### src/rtl/pipelined_rca_if.sv
// Operand/result handshake bundle for the pipelined ripple-carry adder.
// Operand producers and the result consumer use master; the adder uses slave.
interface pipelined_rca_if #(
    parameter int WIDTH = 16
);
    // A beat moves on a side only in a cycle where its valid and ready are both 1.
    // A producer holds valid and payload until that happens, and valid never
    // depends combinationally on ready.
    logic             in_valid;
    logic             in_ready;
    logic             en;
    logic [WIDTH-1:0] a;
    logic [WIDTH-1:0] b;
    logic             cin;
    logic             out_valid;
    logic             out_ready;
    logic [WIDTH-1:0] sum;
    logic             carry;
    logic             ovf;

    modport master (
        output in_valid, en, a, b, cin, out_ready,
        input  in_ready, out_valid, sum, carry, ovf
    );

    modport slave (
        input  in_valid, en, a, b, cin, out_ready,
        output in_ready, out_valid, sum, carry, ovf
    );
endinterface

### src/rtl/pipelined_rca_chunk.sv
// Combinational CHUNK-bit ripple adder built from full-adder equations.
// Also exports the carry into its MSB so the final stage can detect overflow.
module rca_chunk #(
    parameter int CHUNK = 4
) (
    input  logic [CHUNK-1:0] a,
    input  logic [CHUNK-1:0] b,
    input  logic             cin,
    output logic [CHUNK-1:0] sum,
    output logic             cout,
    output logic             c_msb
);
    logic [CHUNK:0] c;

    assign c[0] = cin;

    for (genvar i = 0; i < CHUNK; i++) begin : g_fa
        assign sum[i]   = a[i] ^ b[i] ^ c[i];
        assign c[i+1]   = (a[i] & b[i]) | (c[i] & (a[i] ^ b[i]));
    end

    assign cout  = c[CHUNK];
    assign c_msb = c[CHUNK-1];
endmodule

### src/rtl/pipelined_rca.sv
// Pipelined ripple-carry adder: one CHUNK-bit slice per stage, carry registered
// between stages, global stall on output backpressure.
module pipelined_rca #(
    parameter int WIDTH = 16,
    parameter int CHUNK = 4
) (
    input  logic             clk,
    input  logic             rst_n,
    pipelined_rca_if.slave   bus
);
    localparam int CHUNK_SAFE = (CHUNK < 1) ? 1 : CHUNK;
    localparam int STAGES     = WIDTH / CHUNK_SAFE;

    if (CHUNK < 1 || (WIDTH % CHUNK_SAFE) != 0) begin : g_bad_params
        $error("pipelined_rca: WIDTH must be a positive multiple of CHUNK");
    end

    logic             advance;
    logic [WIDTH-1:0] sum_r;
    logic             carry_r;
    logic             ovf_r;

    // A single stall signal freezes every stage at once, so no per-stage skid is needed.
    assign advance      = ~bus.out_valid | bus.out_ready;
    assign bus.in_ready = advance;
    assign bus.out_valid = g_stage[STAGES-1].v_q;
    assign bus.sum      = sum_r;
    assign bus.carry    = carry_r;
    assign bus.ovf      = ovf_r;

    for (genvar k = 0; k < STAGES; k++) begin : g_stage
        localparam int DONE = (k + 1) * CHUNK;

        logic [CHUNK-1:0] op_a;
        logic [CHUNK-1:0] op_b;
        logic [CHUNK-1:0] s;
        logic             c_in;
        logic             co;
        logic             cm;
        logic             en_in;
        logic             v_in;
        logic             v_q;
        logic [DONE-1:0]  full_sum;

        if (k == 0) begin : g_src
            assign op_a     = bus.a[CHUNK-1:0];
            assign op_b     = bus.b[CHUNK-1:0];
            assign c_in     = bus.cin;
            assign en_in    = bus.en;
            assign v_in     = bus.in_valid;
            assign full_sum = s;
        end else begin : g_src
            assign op_a     = g_stage[k-1].g_hold.a_q[CHUNK-1:0];
            assign op_b     = g_stage[k-1].g_hold.b_q[CHUNK-1:0];
            assign c_in     = g_stage[k-1].g_hold.c_q;
            assign en_in    = g_stage[k-1].g_hold.en_q;
            assign v_in     = g_stage[k-1].v_q;
            assign full_sum = {s, g_stage[k-1].g_hold.sum_q};
        end

        rca_chunk #(.CHUNK(CHUNK)) u_chunk (
            .a     (op_a),
            .b     (op_b),
            .cin   (c_in),
            .sum   (s),
            .cout  (co),
            .c_msb (cm)
        );

        always_ff @(posedge clk or negedge rst_n) begin
            if (!rst_n) begin
                v_q <= 1'b0;
            end else if (advance) begin
                v_q <= v_in;
            end
        end

        if (k < STAGES - 1) begin : g_hold
            localparam int REST = WIDTH - DONE;

            // Operand slices not yet added ride along; finished sum slices accumulate below them.
            logic [REST-1:0] a_q;
            logic [REST-1:0] b_q;
            logic [REST-1:0] a_rest;
            logic [REST-1:0] b_rest;
            logic [DONE-1:0] sum_q;
            logic            c_q;
            logic            en_q;

            if (k == 0) begin : g_rest
                assign a_rest = bus.a[WIDTH-1:CHUNK];
                assign b_rest = bus.b[WIDTH-1:CHUNK];
            end else begin : g_rest
                assign a_rest = g_stage[k-1].g_hold.a_q[REST+CHUNK-1:CHUNK];
                assign b_rest = g_stage[k-1].g_hold.b_q[REST+CHUNK-1:CHUNK];
            end

            always_ff @(posedge clk or negedge rst_n) begin
                if (!rst_n) begin
                    a_q   <= '0;
                    b_q   <= '0;
                    sum_q <= '0;
                    c_q   <= 1'b0;
                    en_q  <= 1'b0;
                end else if (advance) begin
                    a_q   <= a_rest;
                    b_q   <= b_rest;
                    sum_q <= full_sum;
                    c_q   <= co;
                    en_q  <= en_in;
                end
            end
        end else begin : g_last
            // Disabled transactions still emerge, but with an all-zero result.
            always_ff @(posedge clk or negedge rst_n) begin
                if (!rst_n) begin
                    sum_r   <= '0;
                    carry_r <= 1'b0;
                    ovf_r   <= 1'b0;
                end else if (advance) begin
                    sum_r   <= en_in ? full_sum : '0;
                    carry_r <= en_in & co;
                    ovf_r   <= en_in & (co ^ cm);
                end
            end
        end
    end
endmodule

### src/flat_wrapper.sv
// flat-port wrapper written by rule: the top's interface ports become plain ports
module pipelined_rca_flat 
#(
    parameter int WIDTH = 16,
    parameter int CHUNK = 4
)
  (clk, rst_n, bus_in_valid, bus_en, bus_a, bus_b, bus_cin, bus_out_ready, bus_in_ready, bus_out_valid, bus_sum, bus_carry, bus_ovf);
  pipelined_rca_if #(.WIDTH(WIDTH)) bus_i ();
  input  logic clk;
  input  logic rst_n;
  input wire logic [$bits(bus_i.in_valid)-1:0] bus_in_valid;
  input wire logic [$bits(bus_i.en)-1:0] bus_en;
  input wire logic [$bits(bus_i.a)-1:0] bus_a;
  input wire logic [$bits(bus_i.b)-1:0] bus_b;
  input wire logic [$bits(bus_i.cin)-1:0] bus_cin;
  input wire logic [$bits(bus_i.out_ready)-1:0] bus_out_ready;
  output wire logic [$bits(bus_i.in_ready)-1:0] bus_in_ready;
  output wire logic [$bits(bus_i.out_valid)-1:0] bus_out_valid;
  output wire logic [$bits(bus_i.sum)-1:0] bus_sum;
  output wire logic [$bits(bus_i.carry)-1:0] bus_carry;
  output wire logic [$bits(bus_i.ovf)-1:0] bus_ovf;
  assign bus_i.in_valid = bus_in_valid;
  assign bus_i.en = bus_en;
  assign bus_i.a = bus_a;
  assign bus_i.b = bus_b;
  assign bus_i.cin = bus_cin;
  assign bus_i.out_ready = bus_out_ready;
  assign bus_in_ready = bus_i.in_ready;
  assign bus_out_valid = bus_i.out_valid;
  assign bus_sum = bus_i.sum;
  assign bus_carry = bus_i.carry;
  assign bus_ovf = bus_i.ovf;
  pipelined_rca #(.WIDTH(WIDTH), .CHUNK(CHUNK)) u_core (.clk(clk), .rst_n(rst_n), .bus(bus_i));
endmodule
### config.mk
export PLATFORM = sky130hd
export DESIGN_NAME = pipelined_rca_flat
export DESIGN_NICKNAME = d
export VERILOG_FILES = /design/src/rtl/pipelined_rca_if.sv /design/src/rtl/pipelined_rca_chunk.sv /design/src/rtl/pipelined_rca.sv /design/src/flat_wrapper.sv
export SDC_FILE = /design/constraint.sdc
export NUM_CORES = 1
export LEC_CHECK = 0
export ABC_AREA = 0
export ABC_CLOCK_PERIOD_IN_PS = 4680
export BUFFER_PORTS_ARGS = -buffer_cell sky130_fd_sc_hd__buf_2
export CORE_MARGIN = 3
export CORE_UTILIZATION = 30
export CTS_CLUSTER_SIZE = 20
export DETAILED_ROUTE_END_ITERATION = 8
export GPL_TIMING_DRIVEN = 0
export PLACE_DENSITY = 0.48
export SLEW_MARGIN = 20
export SYNTH_ARGS = -nofsm -noshare
export SYNTH_HDL_FRONTEND = slang
export SYNTH_HIERARCHICAL = 1
export SYNTH_SLANG_ARGS = --single-unit
### constraint.sdc
create_clock -name clk -period 4.68 [get_ports clk]
set_clock_uncertainty 0.05 [all_clocks]
set_input_delay 0.936 -clock clk [delete_from_list [all_inputs] [get_ports clk]]
set_output_delay 0.936 -clock clk [all_outputs]
set_load 0.02 [all_outputs]
==> results.toml <==
[status]
outcome = "complete, no violations"

[job]
maxCapViolations = 0

[synthesis]
synthDistinctLibCells = 20
syn-cell-area_mm2 = 0.00458
syn_avg_cell_area_um2 = 15.2
ys_warn_count = 6
seq_area_frac_synth = 0.546
synth_cells = 302
syn_nets = 356
yosys_register_bits = 100

[clock_network]
insertion_delay_ns = 0.34
holdBufCountCts = 0
cts.sinks = 100
clk_pin_slew_ns = 0.06
cts_tree = "done"
cts_htree_levels = 3
cts_buffers = 9
cts_root_buf = "clkbuf_16"
post_cts_buffers = 0
cts_buffer_depth = 2
ctsResizeCount = 0

[critical_path]
cp_data_required_time_ns = 3.69
reg2reg_slack_ns = 2.34
critPathMaxFanout = 10
ff2ff_path_depth = 8
crit_path_end_kind = "primary output"
critPathLaunchType = "primary input"
critPathKind = "in2out"
crit_arrival_ns = 1.81

[detailed_routing]
vias = 2349
drcViolationCount = 0
dr.pass1.iters = 4
drt_first_iter_violations = 111
routed_wl_um = 8110
ant_nets = 0
avgViaCountPerCell = 4.19
post_drt_wl_per_cell_um = 14.5

[sta]
fmax_mhz = 357
rsz0062_at_grt = "false"
slew_viol_final = 0
whs_ns = 0.409
worst_pin_slew_ns = 0.427
finalSetupTns_ns = 0
post-route-min-period_ns = 2.80
period_share = 0.598
finalSetupViolCount = 0
hold_violations = 0
max_slew_margin = 0.715

[floorplanning]
core-area_mm2 = 0.0148
die_h_um = 130
die_width_um = 130
die-area_mm2 = 0.0168
boundaryPins = 58
initial_utilization = 0.310
std_cell_rows = 44

[global_routing]
grt_usage = 0.106
grt_max_degree = 57
grt_pass1_vias = 2483
antenna_found_initial = 0
grt.overflow.total = 0
grt_pass1_wl_um = 13400

[cells_and_area]
antenna_cells = 0
utilization = 0.369
drive_gt1_frac = 0.449
fillers = 1452
final_common_cell = "dfrtp_1"
fin_nets = 425
syn2layout_area_growth_pct = 18.8
final_cell_mix = "dfrtp_1, buf_2, mux2_4, inv_1, mux2_2"
final_area_mm2 = 0.00544

[power_and_ir_drop]
p_comb_frac = 0.382
power_density_mw_per_mm2 = 652
p_clk_frac = 0.215
internal-power_uw = 2430
peakVddDrop_mv = 0.198
p_leak_uw = 0.00268
sequentialPowerShare = 0.403
swShare = 0.315
p_sw_uw = 1120

[worst_hold_path]
whs_path_depth = 1
hp-class = "reg2reg"

[place]
gp_congestion = 0.692
dpl-instance-area_mm2 = 0.00513
dp.final_hpwl_um = 5860
port_buffers = 57
[Yosys cell counts (all sizes together)]
library cell / n / area share
nand3b: 17 / 0.028
inv: 33 / 0.029
nand2b: 1 / 0.0014
nor2b: 1 / 0.0030
and3b: 1 / 0.0019
dfrtp: 100 / 0.55
buf: 12 / 0.035
clkbuf: 4 / 0.0033
a31o: 1 / 0.0019
o21ai: 17 / 0.019
xor2: 1 / 0.0019
mux2: 81 / 0.25
fa: 16 / 0.070
nand2: 17 / 0.014
[final timing paths]
kind | from | end
min | u_core/g_stage[2].v_q | u_core/bus.out_valid
max reg2reg | u_core/g_stage[2].g_hold.a_q[0] | u_core/bus.ovf
min reg2reg | u_core/g_stage[2].v_q | u_core/bus.out_valid
max in group asynchronous | rst_n | u_core/g_stage[0].g_hold.a_q[1]
max | bus_out_ready | bus_in_ready
min in group asynchronous | rst_n | u_core/g_stage[0].g_hold.a_q[10]
[power groups by stage]
stage | Combinational [uW] | Clock [uW] | Sequential [uW]
floorplan | 1010 | 0 | 1460
global placement | 1360 | 0 | 1450
detailed placement | 1380 | 0 | 1460
CTS | 1390 | 790 | 1440
global route | 1520 | 828 | 1490
finish | 1350 | 763 | 1430
[state kept, by name, indices dropped and copies added (netlist names)]
register	flops
u_core/bus.carry	1
u_core/bus.out_valid	1
u_core/bus.sum	16
u_core/g_stage.v_q	3
u_core/g_stage.g_hold.c_q	3
u_core/g_stage.g_hold.a_q	24
u_core/bus.ovf	1
u_core/g_stage.g_hold.sum_q	24
u_core/g_stage.g_hold.en_q	3
u_core/g_stage.g_hold.b_q	24
[area by class of cell]
| type | count | area (um2) | share of cell area |
|---|---|---|---|
| Clock buffer | 12 | 256 | 0.0471 |
| Timing Repair Buffer | 58 | 319 | 0.0586 |
| Multi-Input combinational cell | 153 | 1770 | 0.325 |
| Inverter | 33 | 131 | 0.0241 |
| Tap cell | 184 | 230 | 0.0423 |
| Buffer | 16 | 176 | 0.0324 |
| Sequential cell | 100 | 2500 | 0.460 |
| Clock inverter | 4 | 56.3 | 0.0103 |
[cells by family (layout without fill, tap and decap cells)]
kind of cell | Yosys count | after routing | share of synthesized area
multiplexers | 81 | 81 | 0.246
flip-flops | 100 | 100 | 0.546
AO/OA/AOI/OAI | 18 | 18 | 0.0205
adder cells (fa/ha/maj) | 16 | 16 | 0.0699
AND/OR/NAND/NOR | 37 | 37 | 0.0481
buffers and inverters | 49 | 123 | 0.0672
XOR/XNOR | 1 | 1 | 0.00191
[metal layers]
metal	GRT usage	vias to the layer above	wire, um
met5	0	-	0
met4	0.0403	0	132
met3	0.0301	10	330
met2	0.156	43	3650
met1	0.148	1161	4000
li1	-	1135	-
[per-stage QoR]
stage          std cells  total power (uW)  setup slack [ns]
2_1_floorplan        302              2460              1.95
3_3_place_gp         543              2810              1.56
3_5_place_dp         544              2840              1.73
4_1_cts              560              3620              1.87
5_1_grt              560              3830              1.83
6_report             560              3550              1.88
[worst max-delay path, cell delays in order]
cell and delay [ns]:
buf_2 0.21, nor2b_4 0.06, buf_6 0.14, inv_8 0.10
buf_8 0.17, buf_2 0.18
(Power assumes the default switching activity.)
